==> src/rtl/dice_pkg.sv <==
// Shared types and arithmetic for the multi-die roller: FSM states, per-die
// step size and the 1..FACES wrap-around add.
package dice_pkg;

  typedef enum logic {
    IDLE    = 1'b0,
    ROLLING = 1'b1
  } state_t;

  // Distinct step per die so neighbouring dice do not move in lockstep.
  function automatic int step_of(input int i, input int faces);
    return (i % (faces - 1)) + 1;
  endfunction

  // Faces run 1..faces, so the wrap subtracts faces and never lands on 0.
  function automatic int wrap_add(input int v, input int step, input int faces);
    return (v + step > faces) ? (v + step - faces) : (v + step);
  endfunction

endpackage

==> src/rtl/dice_debounce.sv <==
// Two-flop synchroniser for the raw button followed by a stability counter;
// level only changes after DEBOUNCE_CYCLES consecutive differing samples.
module dice_debounce #(
  parameter int DEBOUNCE_CYCLES = 4
) (
  input  logic clk,
  input  logic rst,
  input  logic button,
  output logic btn_db
);

  localparam int CW = (DEBOUNCE_CYCLES > 1) ? $clog2(DEBOUNCE_CYCLES) : 1;

  logic          sync_1;
  logic          btn_s;
  logic [CW-1:0] cnt;

  // NOTE: sequential state uses non-blocking assignments so every flop
  // samples the pre-edge value of its neighbours.
  always_ff @(posedge clk) begin
    if (rst) begin
      sync_1 <= 1'b0;
      btn_s  <= 1'b0;
    end else begin
      sync_1 <= button;
      btn_s  <= sync_1;
    end
  end

  always_ff @(posedge clk) begin
    if (rst) begin
      btn_db <= 1'b0;
      cnt    <= '0;
    end else if (btn_s == btn_db) begin
      cnt <= '0;
    end else if (cnt == CW'(DEBOUNCE_CYCLES - 1)) begin
      btn_db <= btn_s;
      cnt    <= '0;
    end else begin
      cnt <= cnt + 1'b1;
    end
  end

endmodule

==> src/rtl/multi_dice.sv <==
// N_DICE dice that step while the debounced button is held, freeze on
// release and publish the frozen throw with a valid/ack handshake.
module multi_dice
  import dice_pkg::*;
#(
  parameter  int N_DICE          = 2,
  parameter  int FACES           = 6,
  parameter  int DEBOUNCE_CYCLES = 4,
  localparam int W               = $clog2(FACES + 1),
  localparam int SW              = $clog2(N_DICE * FACES + 1)
) (
  input  logic              clk,
  input  logic              rst,
  input  logic              button,
  input  logic              result_ack,
  output logic [N_DICE*W-1:0] throw,
  output logic [SW-1:0]     sum,
  output logic              rolling,
  output logic              result_valid,
  output logic              doubles
);

  if (FACES < 2) begin : g_bad_faces
    $error("multi_dice: FACES must be >= 2");
  end
  if (N_DICE < 1) begin : g_bad_n_dice
    $error("multi_dice: N_DICE must be >= 1");
  end
  if (DEBOUNCE_CYCLES < 1) begin : g_bad_debounce
    $error("multi_dice: DEBOUNCE_CYCLES must be >= 1");
  end

  logic   btn_db;
  state_t state_q, state_d;
  logic   valid_d;
  logic   step_en;

  dice_debounce #(
    .DEBOUNCE_CYCLES(DEBOUNCE_CYCLES)
  ) u_debounce (
    .clk   (clk),
    .rst   (rst),
    .button(button),
    .btn_db(btn_db)
  );

  always_ff @(posedge clk) begin
    if (rst) begin
      state_q      <= IDLE;
      result_valid <= 1'b0;
    end else begin
      state_q      <= state_d;
      result_valid <= valid_d;
    end
  end

  // NOTE: defaults first so no path through the case leaves a variable
  // unassigned, which would otherwise infer a latch.
  always_comb begin
    state_d = state_q;
    valid_d = result_valid;
    unique case (state_q)
      IDLE: begin
        if (btn_db) begin
          state_d = ROLLING;
          valid_d = 1'b0;          // a new roll drops any unacked result
        end else if (result_ack) begin
          valid_d = 1'b0;
        end
      end
      ROLLING: begin
        if (!btn_db) begin
          state_d = IDLE;
          valid_d = 1'b1;
        end
      end
      default: state_d = IDLE;
    endcase
  end

  assign rolling = (state_q == ROLLING);
  // Entry and exit edges see btn_db disagree with "stay rolling", so no step.
  assign step_en = (state_q == ROLLING) && btn_db;

  for (genvar i = 0; i < N_DICE; i++) begin : g_die
    localparam int STEP = step_of(i, FACES);
    logic [W-1:0] val;

    always_ff @(posedge clk) begin
      if (rst) begin
        val <= W'(1);
      end else if (step_en) begin
        val <= W'(wrap_add(int'(val), STEP, FACES));
      end
    end

    assign throw[i*W +: W] = val;
  end

  always_comb begin
    sum = '0;
    for (int i = 0; i < N_DICE; i++) begin
      sum = sum + SW'(throw[i*W +: W]);
    end
  end

  logic all_equal;
  always_comb begin
    all_equal = 1'b1;
    for (int i = 1; i < N_DICE; i++) begin
      if (throw[i*W +: W] != throw[0 +: W]) all_equal = 1'b0;
    end
  end

  assign doubles = result_valid & all_equal;

endmodule

==> config.mk <==
export PLATFORM = sky130hd
export DESIGN_NAME = multi_dice
export DESIGN_NICKNAME = d
export VERILOG_FILES = /design/src/rtl/dice_pkg.sv /design/src/rtl/dice_debounce.sv /design/src/rtl/multi_dice.sv
export SDC_FILE = /design/constraint.sdc
export NUM_CORES = 1
export LEC_CHECK = 0
export BUFFER_PORTS_ARGS = -buffer_cell sky130_fd_sc_hd__buf_2
export CORE_UTILIZATION = 49
export CTS_CLUSTER_DIAMETER = 150
export DETAILED_ROUTE_END_ITERATION = 10
export PLACE_DENSITY = 0.75
export SLEW_MARGIN = 15
export SYNTH_ARGS = -nofsm -noshare
export SYNTH_HDL_FRONTEND = slang
export SYNTH_SLANG_ARGS = --single-unit
==> constraint.sdc <==
create_clock -name clk -period 1.9 [get_ports clk]
set_input_delay 0.19 -clock clk [delete_from_list [all_inputs] [get_ports clk]]
set_output_delay 0.19 -clock clk [all_outputs]
set_load 0.01 [all_outputs]
### Word level (Yosys, flattened, before mapping)

Cells that the tools add are included.
W data, S select, Z words.

* flip-flop bits (word level): 13
* word-level logic and storage cells: 36
* RAM bits: 0
* latch bits: 0
* memories kept: 0
* ROM bits: 0
* output and inout bits: 13
* input port bits: 4

* equal/unequal tests: 5
* $lt $le $gt $ge: 2
* shifts and indexed selects: 0
* $mul: 0
* add/sub/neg operators: 6
* bitwise logic cells: 3
* reductions and logical operators: 4
* multiplexer cells: 8
* divide/modulo/power cells: 0

Operators with widths (number)
* $gt A4 B3 Y1 const B: 2
* $mux W3: 2
* $sub A3 B3 Y3 const B: 2
* $mux W1: 5
* $add A3 B1 Y4 const B: 1
* $add A3 B2 Y4 const B: 1
* $add A3 B3 Y4: 1
* $reduce_and A2 Y1: 2
* $ne A3 B2 Y1 const B: 1
* $ne A3 B3 Y1: 1
* $reduce_or A3 Y1: 1
* $add A2 B1 Y2 const B: 1
* $eq A2 B2 Y1 const B: 1
* $ne A2 B2 Y1 const B: 1
* $not A1 Y1: 2
* $pmux W1 S2: 1
* $and A1 B1 Y1: 1
* $eq A1 B1 Y1: 1
* $logic_and A1 B1 Y1: 1

### Logic depth before layout (Yosys ltp)

* depth after elaboration: 3
* gate-level depth with buffers: 5
* depth with buffers taken out: 5

### Cells and area by module

From an unflattened synthesis, not the netlist that was laid out.

* cells, all modules: 67
* area total of the unflattened synthesis: 635.6 sq um

Modules (own cells, without submodules)
* multi_dice: times used 1, area each 466.7 sq um, sequential area each 140.1 sq um, cells each 54
* dice_debounce: times used 1, area each 168.9 sq um, sequential area each 100.1 sq um, cells each 13

### Worst setup path before layout

Ideal clock, no wire load.

* path kind: register to output
* from: register g_die[0].val[0]
* to: output sum[2]
* stages on the path, launching flop included: 4
* required time: 1.710 ns
* arrival: 1.346 ns
* setup slack: 0.364 ns
* path buffers: 0
* path through: dfxtp_1 > inv_1 > fa_1 > xnor2_1

* longest elaborated chain between the ends: 1

RTL lines
* start: declaration: RTL line multi_dice.sv:87 `logic [W-1:0] val;`
* start signal: assignment: RTL line multi_dice.sv:93 `val <= W'(wrap_add(int'(val), STEP, FACES));`
* $add A3 B3 Y4: RTL line multi_dice.sv:103 `sum = sum + SW'(throw[i*W +: W]);`
* end: declaration: RTL line multi_dice.sv:17 `output logic [SW-1:0] sum,`

No other way between the ends.

### Worst setup path in the final report

* from: register g_die[0].val[1]
* to: output sum[2]

The elaborated chain is that of the path after synthesis.

==> impl_metrics.env <==
export IMPL_placed_cell_area_sq_um=722
export IMPL_fin_crit_ps=1730
export IMPL_maxSlewViolCount=0
export IMPL_rsz0062_at_grt="no"
export IMPL_syn_inst=70
export IMPL_power_density_nw_per_um2=621
export IMPL_post_cts_buffers=0
export IMPL_top_level_ports=17
export IMPL_worstPathCellList="inv_1 > fa_1 > xnor2_1 > buf_2"
export IMPL_comb_power_share_pct=2.5
export IMPL_cts_hold_buf=0
export IMPL_dp_worst_setup_slack_ps=386
export IMPL_slowest_delay_ps=440
export IMPL_drt_wirelength_per_cell_um=11.3
export IMPL_synth_warnings=0
export IMPL_fmax_mhz=580
export IMPL_die_h_um=38.2
export IMPL_yosysUniqueCellTypes=27
export IMPL_yosysTopAreaCellShare_pct=37.5
export IMPL_crit_type="reg2out"
export IMPL_dr_wl_met2_um=490
export IMPL_clockBufferDepth=2
export IMPL_ir_drop_mv=0.499
export IMPL_drive_gt1_share_pct=25.3
export IMPL_wl_met1_um=584
export IMPL_cp_start_kind="register"
export IMPL_pwr_share_seq_pct=54.0
export IMPL_cp_startpoint="g_die[0].val[1]"
export IMPL_holdPathEnd="u_debounce.sync_1"
export IMPL_placed_cells=97
export IMPL_die_w_um=38.2
export IMPL_synth_top_cell_by_area="dfxtp_1"
export IMPL_r2r_end="g_die[0].val[2]"
export IMPL_fin_cells=101
export IMPL_wl_um=1150
export IMPL_clk_latency_ps=280
export IMPL_hold_class="in2reg"
export IMPL_cts_tree="done"
export IMPL_p_leak_nw=0.357
export IMPL_grt_max_degree=13
export IMPL_worstPathArrival_ps=1540
export IMPL_sw_frac_of_total_pct=20.5
export IMPL_rows=12
export IMPL_synthTopCellsByArea="dfxtp_1, ha_1, inv_1"
export IMPL_track_usage_pct=19.4
export IMPL_firstDrtPassIters=4
export IMPL_synth_seq_cells=12
export IMPL_grt_pass1_wl_um=1880
export IMPL_crit_fanout=7
export IMPL_fin_hold_ws_ps=122
export IMPL_synth_main_ff_cell="dfxtp_1"
export IMPL_syn_area_per_cell_sq_um=9.15
export IMPL_endpoint_kind="primary output"
export IMPL_clock_sinks=12
export IMPL_holdCritStartpoint="button"
export IMPL_synth_area_sq_um=641
export IMPL_area_growth_pct=18.6
export IMPL_antenna_left=0
export IMPL_design_area_sq_um=759
export IMPL_regToRegSetupSlack_ps=370
export IMPL_overflow=0
export IMPL_status="finished, final reports clean"
export IMPL_vias=508
export IMPL_clk_pin_slew_ps=80
export IMPL_intPower_uw=375
export IMPL_synth_most_common_cell="dfxtp_1"
export IMPL_hold_viol=0
export IMPL_synth_enable_flop_cells=0
export IMPL_grt_pass1_vias=436
export IMPL_synth_commonest_cells="dfxtp_1, inv_1, ha_1, a21oi_1, nor2_1"
export IMPL_ys_seq_area_share_pct=37.5
export IMPL_r2r_cells=5
export IMPL_rr_startpoint="g_die[0].val[1]"
export IMPL_finalSetupTns_ps=0
export IMPL_antenna_cells=0
export IMPL_root_buffer="clkbuf_4"
export IMPL_core_area_sq_um=1160
export IMPL_postLayoutCoreUtil_pct=65.7
export IMPL_fin_crit_sh_pct=90.8
export IMPL_holdPathStages=2
export IMPL_final_nets=99
export IMPL_synthArstFlopShare_pct=0
export IMPL_dp_hpwl_um=829
export IMPL_cts_buffers=3
export IMPL_vias_per_cell=5.03
export IMPL_dieArea_sq_um=1460
export IMPL_wl_met3_um=38
export IMPL_fin_skew_ps=3.74
export IMPL_initial_core_util_pct=55.4
export IMPL_slowest_stage="dfxtp_1"
export IMPL_gp_congestion=0.725
export IMPL_syn_nets=81
export IMPL_antenna_found_initial=0
export IMPL_power_uw=472
export IMPL_layout_setup_ws_ps=174
export IMPL_port_buffers=15
export IMPL_htree_levels=1
export IMPL_drc=0
export IMPL_maxCapViolCount=0
export IMPL_cts_resized=0
export IMPL_setup_violations=0
export IMPL_power_switching_uw=96.6
export IMPL_top_layer="met4"
export IMPL_required_ps=1710
export IMPL_drt_iter0_drc=12
export IMPL_pwr_share_clk_pct=43.6
## how the worst max path moves through the flow
stage,to,slack (ps),depth (start not counted)
after global routing,sum[2],2,4
after floorplan,sum[2],360,3
after CTS,sum[2],60,4
after detailed placement,sum[2],390,4
final,sum[2],170,4
after global placement,sum[2],370,4
## worst max-delay path: cells and delay by family, from the launching register on
kind	cells	cell delay, ps
flops	1	440
buf+inv	2	270
xor+xnor	1	130
fa+ha+maj	1	420
## state kept, by name, summed over array words and instances (netlist names)
signal,flops
result_valid,1
u_debounce.sync_1,1
u_debounce.btn_s,1
u_debounce.cnt,2
rolling,1
u_debounce.btn_db,1
g_die.val,5
## power by group through the flow
stage / clock (mW) / sequential (mW) / combinational [mW]
after floorplan: 0 / 0.261 / 0.00900
after global placement: 0 / 0.261 / 0.0115
after detailed placement: 0 / 0.261 / 0.0119
after CTS: 0.214 / 0.255 / 0.0118
after global routing: 0.227 / 0.255 / 0.0131
final: 0.206 / 0.255 / 0.0117
## layout by cell type, fill, tap and decap left out, drive strengths merged
master and n:
nor2b 4, a21o 3, a311oi 1, inv 8, and4b 1, buf 15, a31oi 3, o21a 1
fa 1, clkbuf 4, conb 1, and3b 1, nor2 4, o2bb2ai 1, xnor2 3, o21ai 1
or3 3, ha 6, nand2 4, mux2i 1, a21oi 5, nand2b 2, o21bai 1, dfxtp 12
a32o 1
## cell families after synthesis
logic type	Yosys count	share of synthesized area (%)
DFF	12	37.5
buffers and inverters	10	6.45
other	1	0.585
muxes	1	1.56
and+or+nand+nor	19	17.2
AOI/OAI and AO/OA	17	17.8
xor gates and xnor gates	3	4.10
adders and majority gates	7	14.8
## layer usage
layer,up-vias,GRT usage (%)
met2,9,24.2
li1,271,-
met5,-,0
met1,223,28.1
met4,0,13.4
met3,5,5.23
## cell type report
type                            count  area [sq um]
Inverter                            8          30.0
Tap cell                           14          17.5
Clock buffer                        4          36.3
Sequential cell                    12           241
Timing Repair Buffer               15          75.1
Fill cell                          95           397
Multi-Input combinational cell     48           359
Power figures use the tool's default switching activity.
